File: config.mk
export PLATFORM = sky130hd
export DESIGN_NAME = sw_button_ctrl
export DESIGN_NICKNAME = d
export VERILOG_FILES = /design/src/rtl/sw_button_ctrl.sv
export SDC_FILE = /design/constraint.sdc
export NUM_CORES = 1
export LEC_CHECK = 0
export BUFFER_PORTS_ARGS = -buffer_cell sky130_fd_sc_hd__buf_4
export CAP_MARGIN = 5
export CORE_MARGIN = 2
export CORE_UTILIZATION = 35
export CTS_CLUSTER_SIZE = 16
export DETAILED_ROUTE_END_ITERATION = 7
export SLEW_MARGIN = 40
export SYNTH_ARGS = -nofsm -noshare
export SYNTH_HDL_FRONTEND = slang
export SYNTH_SLANG_ARGS = --single-unit
File: constraint.sdc
create_clock -name clk -period 3.5 [get_ports clk]
set_input_delay 0.7 -clock clk [delete_from_list [all_inputs] [get_ports clk]]
set_output_delay 0.7 -clock clk [all_outputs]
set_load 0.005 [all_outputs]
File: src/rtl/sw_button_ctrl.sv
`default_nettype none
// ============================================================================
// Module      : sw_button_ctrl
// Description : Stopwatch button front end: sync, debounce and edge-detect the
//               start/pause and clear buttons, then drive the run-control FSM.
// Revision    : 1.0
// ============================================================================
module sw_button_ctrl #(
    parameter int DEB_CYCLES  = 1000000,
    parameter int LONG_CYCLES = 50000000
) (
    input  logic       clk,
    input  logic       clr,
    input  logic       btn_start,
    input  logic       btn_clear,
    output logic       run,
    output logic       paused,
    output logic       clr_pulse,
    output logic [1:0] state
);

    localparam int c_DEB_W  = (DEB_CYCLES  > 1) ? $clog2(DEB_CYCLES)  : 1;
    localparam int c_LONG_W = (LONG_CYCLES > 1) ? $clog2(LONG_CYCLES) : 1;

    localparam logic [c_DEB_W-1:0]  c_DEB_LAST = c_DEB_W'(DEB_CYCLES - 1);
    localparam logic [c_LONG_W-1:0] c_HOLD_MAX = c_LONG_W'(LONG_CYCLES - 1);
    localparam logic [c_LONG_W-1:0] c_HOLD_PRE = c_LONG_W'(LONG_CYCLES - 2);

    typedef enum logic [1:0] {
        ST_IDLE    = 2'b00,
        ST_RUNNING = 2'b01,
        ST_PAUSED  = 2'b10
    } state_t;

    logic [1:0] w_raw;
    logic [1:0] w_rise;
    logic       w_db_start;
    logic       w_start_rise;
    logic       w_clear_rise;

    assign w_raw = {btn_clear, btn_start};

    // Index 0 is start/pause, index 1 is clear.
    generate
        for (genvar gi = 0; gi < 2; gi++) begin : g_btn
            logic               r_sync1;
            logic               r_sync2;
            logic               r_db;
            logic               r_db_d;
            logic [c_DEB_W-1:0] r_cnt;

            always_ff @(posedge clk or posedge clr) begin
                if (clr) begin
                    r_sync1 <= 1'b0;
                    r_sync2 <= 1'b0;
                    r_db    <= 1'b0;
                    r_db_d  <= 1'b0;
                    r_cnt   <= '0;
                end else begin
                    r_sync1 <= w_raw[gi];
                    r_sync2 <= r_sync1;
                    r_db_d  <= r_db;
                    // Any agreeing sample restarts the stability window.
                    if (r_sync2 == r_db) begin
                        r_cnt <= '0;
                    end else if (r_cnt == c_DEB_LAST) begin
                        r_db  <= r_sync2;
                        r_cnt <= '0;
                    end else begin
                        r_cnt <= r_cnt + 1'b1;
                    end
                end
            end

            assign w_rise[gi] = r_db & ~r_db_d;
        end
    endgenerate

    assign w_db_start   = g_btn[0].r_db;
    assign w_start_rise = w_rise[0];
    assign w_clear_rise = w_rise[1];

    logic [c_LONG_W-1:0] r_hold;
    logic                r_long_ev;

    // Saturating hold timer; the event fires once, on the step into saturation.
    always_ff @(posedge clk or posedge clr) begin
        if (clr) begin
            r_hold    <= '0;
            r_long_ev <= 1'b0;
        end else begin
            r_long_ev <= w_db_start && (r_hold == c_HOLD_PRE);
            if (!w_db_start) begin
                r_hold <= '0;
            end else if (r_hold != c_HOLD_MAX) begin
                r_hold <= r_hold + 1'b1;
            end
        end
    end

    state_t r_state;
    state_t w_state_nxt;
    logic   w_pulse_nxt;
    logic   r_run;
    logic   r_paused;
    logic   r_clr_pulse;

    always_ff @(posedge clk or posedge clr) begin
        if (clr) begin
            r_state     <= ST_IDLE;
            r_run       <= 1'b0;
            r_paused    <= 1'b0;
            r_clr_pulse <= 1'b0;
        end else begin
            r_state     <= w_state_nxt;
            r_run       <= (w_state_nxt == ST_RUNNING);
            r_paused    <= (w_state_nxt == ST_PAUSED);
            r_clr_pulse <= w_pulse_nxt;
        end
    end

    always_comb begin
        w_state_nxt = r_state;
        w_pulse_nxt = 1'b0;
        if (w_clear_rise || r_long_ev) begin
            w_state_nxt = ST_IDLE;
            w_pulse_nxt = 1'b1;
        end else begin
            case (r_state)
                ST_IDLE:    if (w_start_rise) w_state_nxt = ST_RUNNING;
                ST_RUNNING: if (w_start_rise) w_state_nxt = ST_PAUSED;
                ST_PAUSED:  if (w_start_rise) w_state_nxt = ST_RUNNING;
                default:    w_state_nxt = ST_IDLE;
            endcase
        end
    end

    assign run       = r_run;
    assign paused    = r_paused;
    assign clr_pulse = r_clr_pulse;
    assign state     = r_state;

endmodule
`default_nettype wire

==> metrics.md <==
| Metric | Value |
|---|---|
| Vias in the first global route | `2881` |
| Final nets | `417` |
| Most frequent cells in the layout | `dfrtp_1 (80), nor2_1 (41), xnor2_1 (25)` |
| Most common cell after layout, fill and taps aside | `dfrtp_1` |
| Max-cap viol count | `0` |
| Mean Syn Cell Area | `9.98 sq um` |
| Fillers | `1089` |
| Top FF cell, synth | `dfrtp_1` |
| Number of flops mapped to enable cells by yosys | `0` |
| Slowest CP cell | `or4_1` |
| Drt wl/cell | `14.0 um` |
| Asr flop ratio synth | `100%` |
| Share of cells above drive strength 1 | `9.42%` |
| Highest net fanout along the worst path | `12` |
| Fraction of power consumed by sequential logic | `about half` |
| Crit-path leading delay family | `simple AND/OR/NAND/NOR gates` |
| Cts bufs inserted | `9` |
| GP Congestion | `0.792` |
| Clock Latency Late Sink | `0.33 ns` |
| Yosys reg bits | `80` |
| Register area share after synthesis | `50.0%` |
| PostCTS Resize Cnt | `0` |
| Critical Path AT | `2.43 ns` |
| # IOs | `9` |
| Largest net degree at the start of global routing | `64` |
| Routed Antenna Nets | `0` |
| All-Layer GR Usage | `13.3%` |
| Initial antenna violation count | `0` |
| Via density | `5.32` |
| DP Cell Count | `between 500 and 600` |
| N_diodes | `0` |
| Mapped Cells | `401` |
| H-tree depth | `3` |
| Drt pass-1 iters | `4` |
| Die Wd | `111 um` |
| PD cells | `419 mW/mm^2` |
| Cell Chain, Critical Path | `and4_1 > nand4_1 > or4_1 > a21oi_1` |
| Setup TNS | `0 ns` |
| Final setup viols | `0` |
| RSZ-0062 raised after global routing | `no` |
| Final Non-Filler Cells | `roughly 560` |
| Hold_buf cts | `0` |
| Slew margin rel. | `57.6%` |
| Final period utilization | `between 60% and 70%` |
| Die span in y | `111 um` |
| Post-CTS Setup Bufs | `0` |
| Critical path buffers and inverters | `0` |
| IO Port Bufs | `8` |
| Final Hold Fails | `0` |
| Setup crit end kind | `flop` |
| CTS clock-pin slew for the worst setup and hold paths | `0.06 ns` |
| Setup CP Type | `reg2reg` |
| Via Count | `2965` |
| Run status | `finished clean` |
| Post-Layout Inst Area | `0.00450 sq mm` |
| Clock Power Share | `a little under half` |
| CTS tree | `yes` |
| Gate power share | `2.3%` |
| CP peak stage delay | `0.62 ns` |
| Slew @ Worst Pin | `0.636 ns` |
| Cell row count | `39` |
| Switch Pwr | `roughly 420 uW` |
| Maximum vdd drop | `0.000260 V` |
| CTS Buffer Depth | `2` |
| Worst Setup Start Kind | `flop` |
| Drt first-iter violations | `192` |
| Initial core utilization | `35.5%` |
| Fmax achieved | `458 MHz` |
| Synth unique cells | `43` |
| Net Sw Frac | `22.1%` |
| Drt total wl | `7.80 mm` |
| Max Clock Skew | `around 0.006 ns` |
| Die footprint | `0.0123 sq mm` |
| Placed instance area | `approximately 0.0042 sq mm` |
| CTS sink count | `80` |
| Tmin final | `about 2.2 ns` |
| Area grow syn2layout | `12.4%` |
| DRC violations left | `0` |
| Synthesized area | `0.00400 sq mm` |
| First-pass GRT wire length | `13.5 mm` |
| Core ar. | `0.0113 sq mm` |
| Internal Pwr Total | `1.47 mW` |
| Clock Root Buffer | `clkbuf_16` |
| Hold Path Class | `reg2reg` |
| Syn Nets | `409` |
| Synth warn | `0` |
| Post-DP HPWL | `around 5 mm` |
| Critical Path RT | `around 3.8 ns` |
| Slew Viols, Final | `0` |
| P_leak | `1.77 nW` |
| Total gr overflow | `0` |
Yosys cell counts, drive strengths merged (2+ instances only):
master | instances | share of area [%]
dfrtp | 80 | 50
inv | 15 | 1.4
clkbuf | 10 | 0.94
nor2 | 41 | 3.8
xor2 | 9 | 2.0
and4 | 5 | 1.2
a31oi | 3 | 0.47
nand4 | 20 | 3.7
and2 | 8 | 1.3
nor2b | 2 | 0.31
mux2 | 3 | 0.94
nand2 | 22 | 2.1
or4 | 15 | 2.9
nor3 | 7 | 0.88
nand2b | 6 | 0.94
or3 | 10 | 1.6
o21ai | 12 | 1.5
ha | 4 | 1.3
mux2i | 4 | 1.0
nor4 | 10 | 1.6
a21oi | 23 | 2.9
nand3 | 23 | 3.0
o31ai | 15 | 2.8
buf | 4 | 0.88
xnor2 | 25 | 5.5
nor4b | 6 | 1.5
and3 | 12 | 1.9
per-layer routing:
layer,share of wire (%),GRT usage [%],up-vias,wire [um]
met2,48,21.2,31,3760
met3,2.3,3.44,5,180
met5,0,0,-,0
met1,48,17.6,1457,3770
li1,-,-,1472,-
met4,1.1,4.50,0,89
state kept, by name, indices dropped and copies added, names as in the netlist:
name and count:
clr_pulse 1, g_btn.r_cnt 40, g_btn.r_db 2, g_btn.r_db_d 2
g_btn.r_sync1 2, g_btn.r_sync2 2, paused 1, r_hold 26
r_long_ev 1, run 1, state 2
power groups by stage:
stage	clock network, mW	logic [mW]	registers [mW]
2_1_floorplan	0	0.0299	0.955
3_3_place_gp	0	0.0425	0.956
3_5_place_dp	0	0.0448	0.957
4_1_cts	0.933	0.0449	0.939
5_1_grt	0.966	0.0505	0.940
6_report	0.903	0.0428	0.940
cell type report:
type / instances / area, sq um / share of cell area [%]
sequential: 80 / 2000 / 44.5
multi-input combinational: 292 / 1880 / 41.7
clock buffer: 11 / 253 / 5.62
tap: 143 / 179 / 3.98
timing repair buffer: 11 / 86.3 / 1.92
inverter: 15 / 61.3 / 1.36
clock inverter: 5 / 38.8 / 0.863
kinds of logic after synthesis:
kind of cell	count (synthesis)	share of synthesized area, %
AO/OA/AOI/OAI	58	9.19
XOR/XNOR	34	7.44
adder cells (fa/ha/maj)	4	1.25
buffers and inverters	29	3.22
flip-flops	80	50.0
multiplexers	7	1.94
AND/OR/NAND/NOR	189	26.9
final timing paths:
| path | cells after the start | slack, ns | from | end |
|---|---|---|---|---|
| max | 4 | 1.32 | r_hold[3] | r_hold[18] |
| min | 0 | 0.37 | g_btn[1].r_sync1 | g_btn[1].r_sync2 |
| max reg2reg | 4 | 1.32 | r_hold[3] | r_hold[18] |
| min reg2reg | 0 | 0.37 | g_btn[1].r_sync1 | g_btn[1].r_sync2 |
| max in group asynchronous | 3 | 2.40 | clr | g_btn[0].r_sync2 |
| min in group asynchronous | 2 | 0.43 | clr | clr_pulse |
stage by stage:
stage	setup slack (ns)	hold WS [ns]	util, %	total power [mW]
floorplan	0.748	0.331	-	0.985
global placement	1.37	0.332	37.2	0.999
detailed placement	1.38	0.361	37.3	1.00
CTS	1.34	0.379	39.9	1.92
global route	1.15	0.383	39.9	1.96
finish	1.32	0.367	39.9	1.89
(Power assumes the default switching activity.)
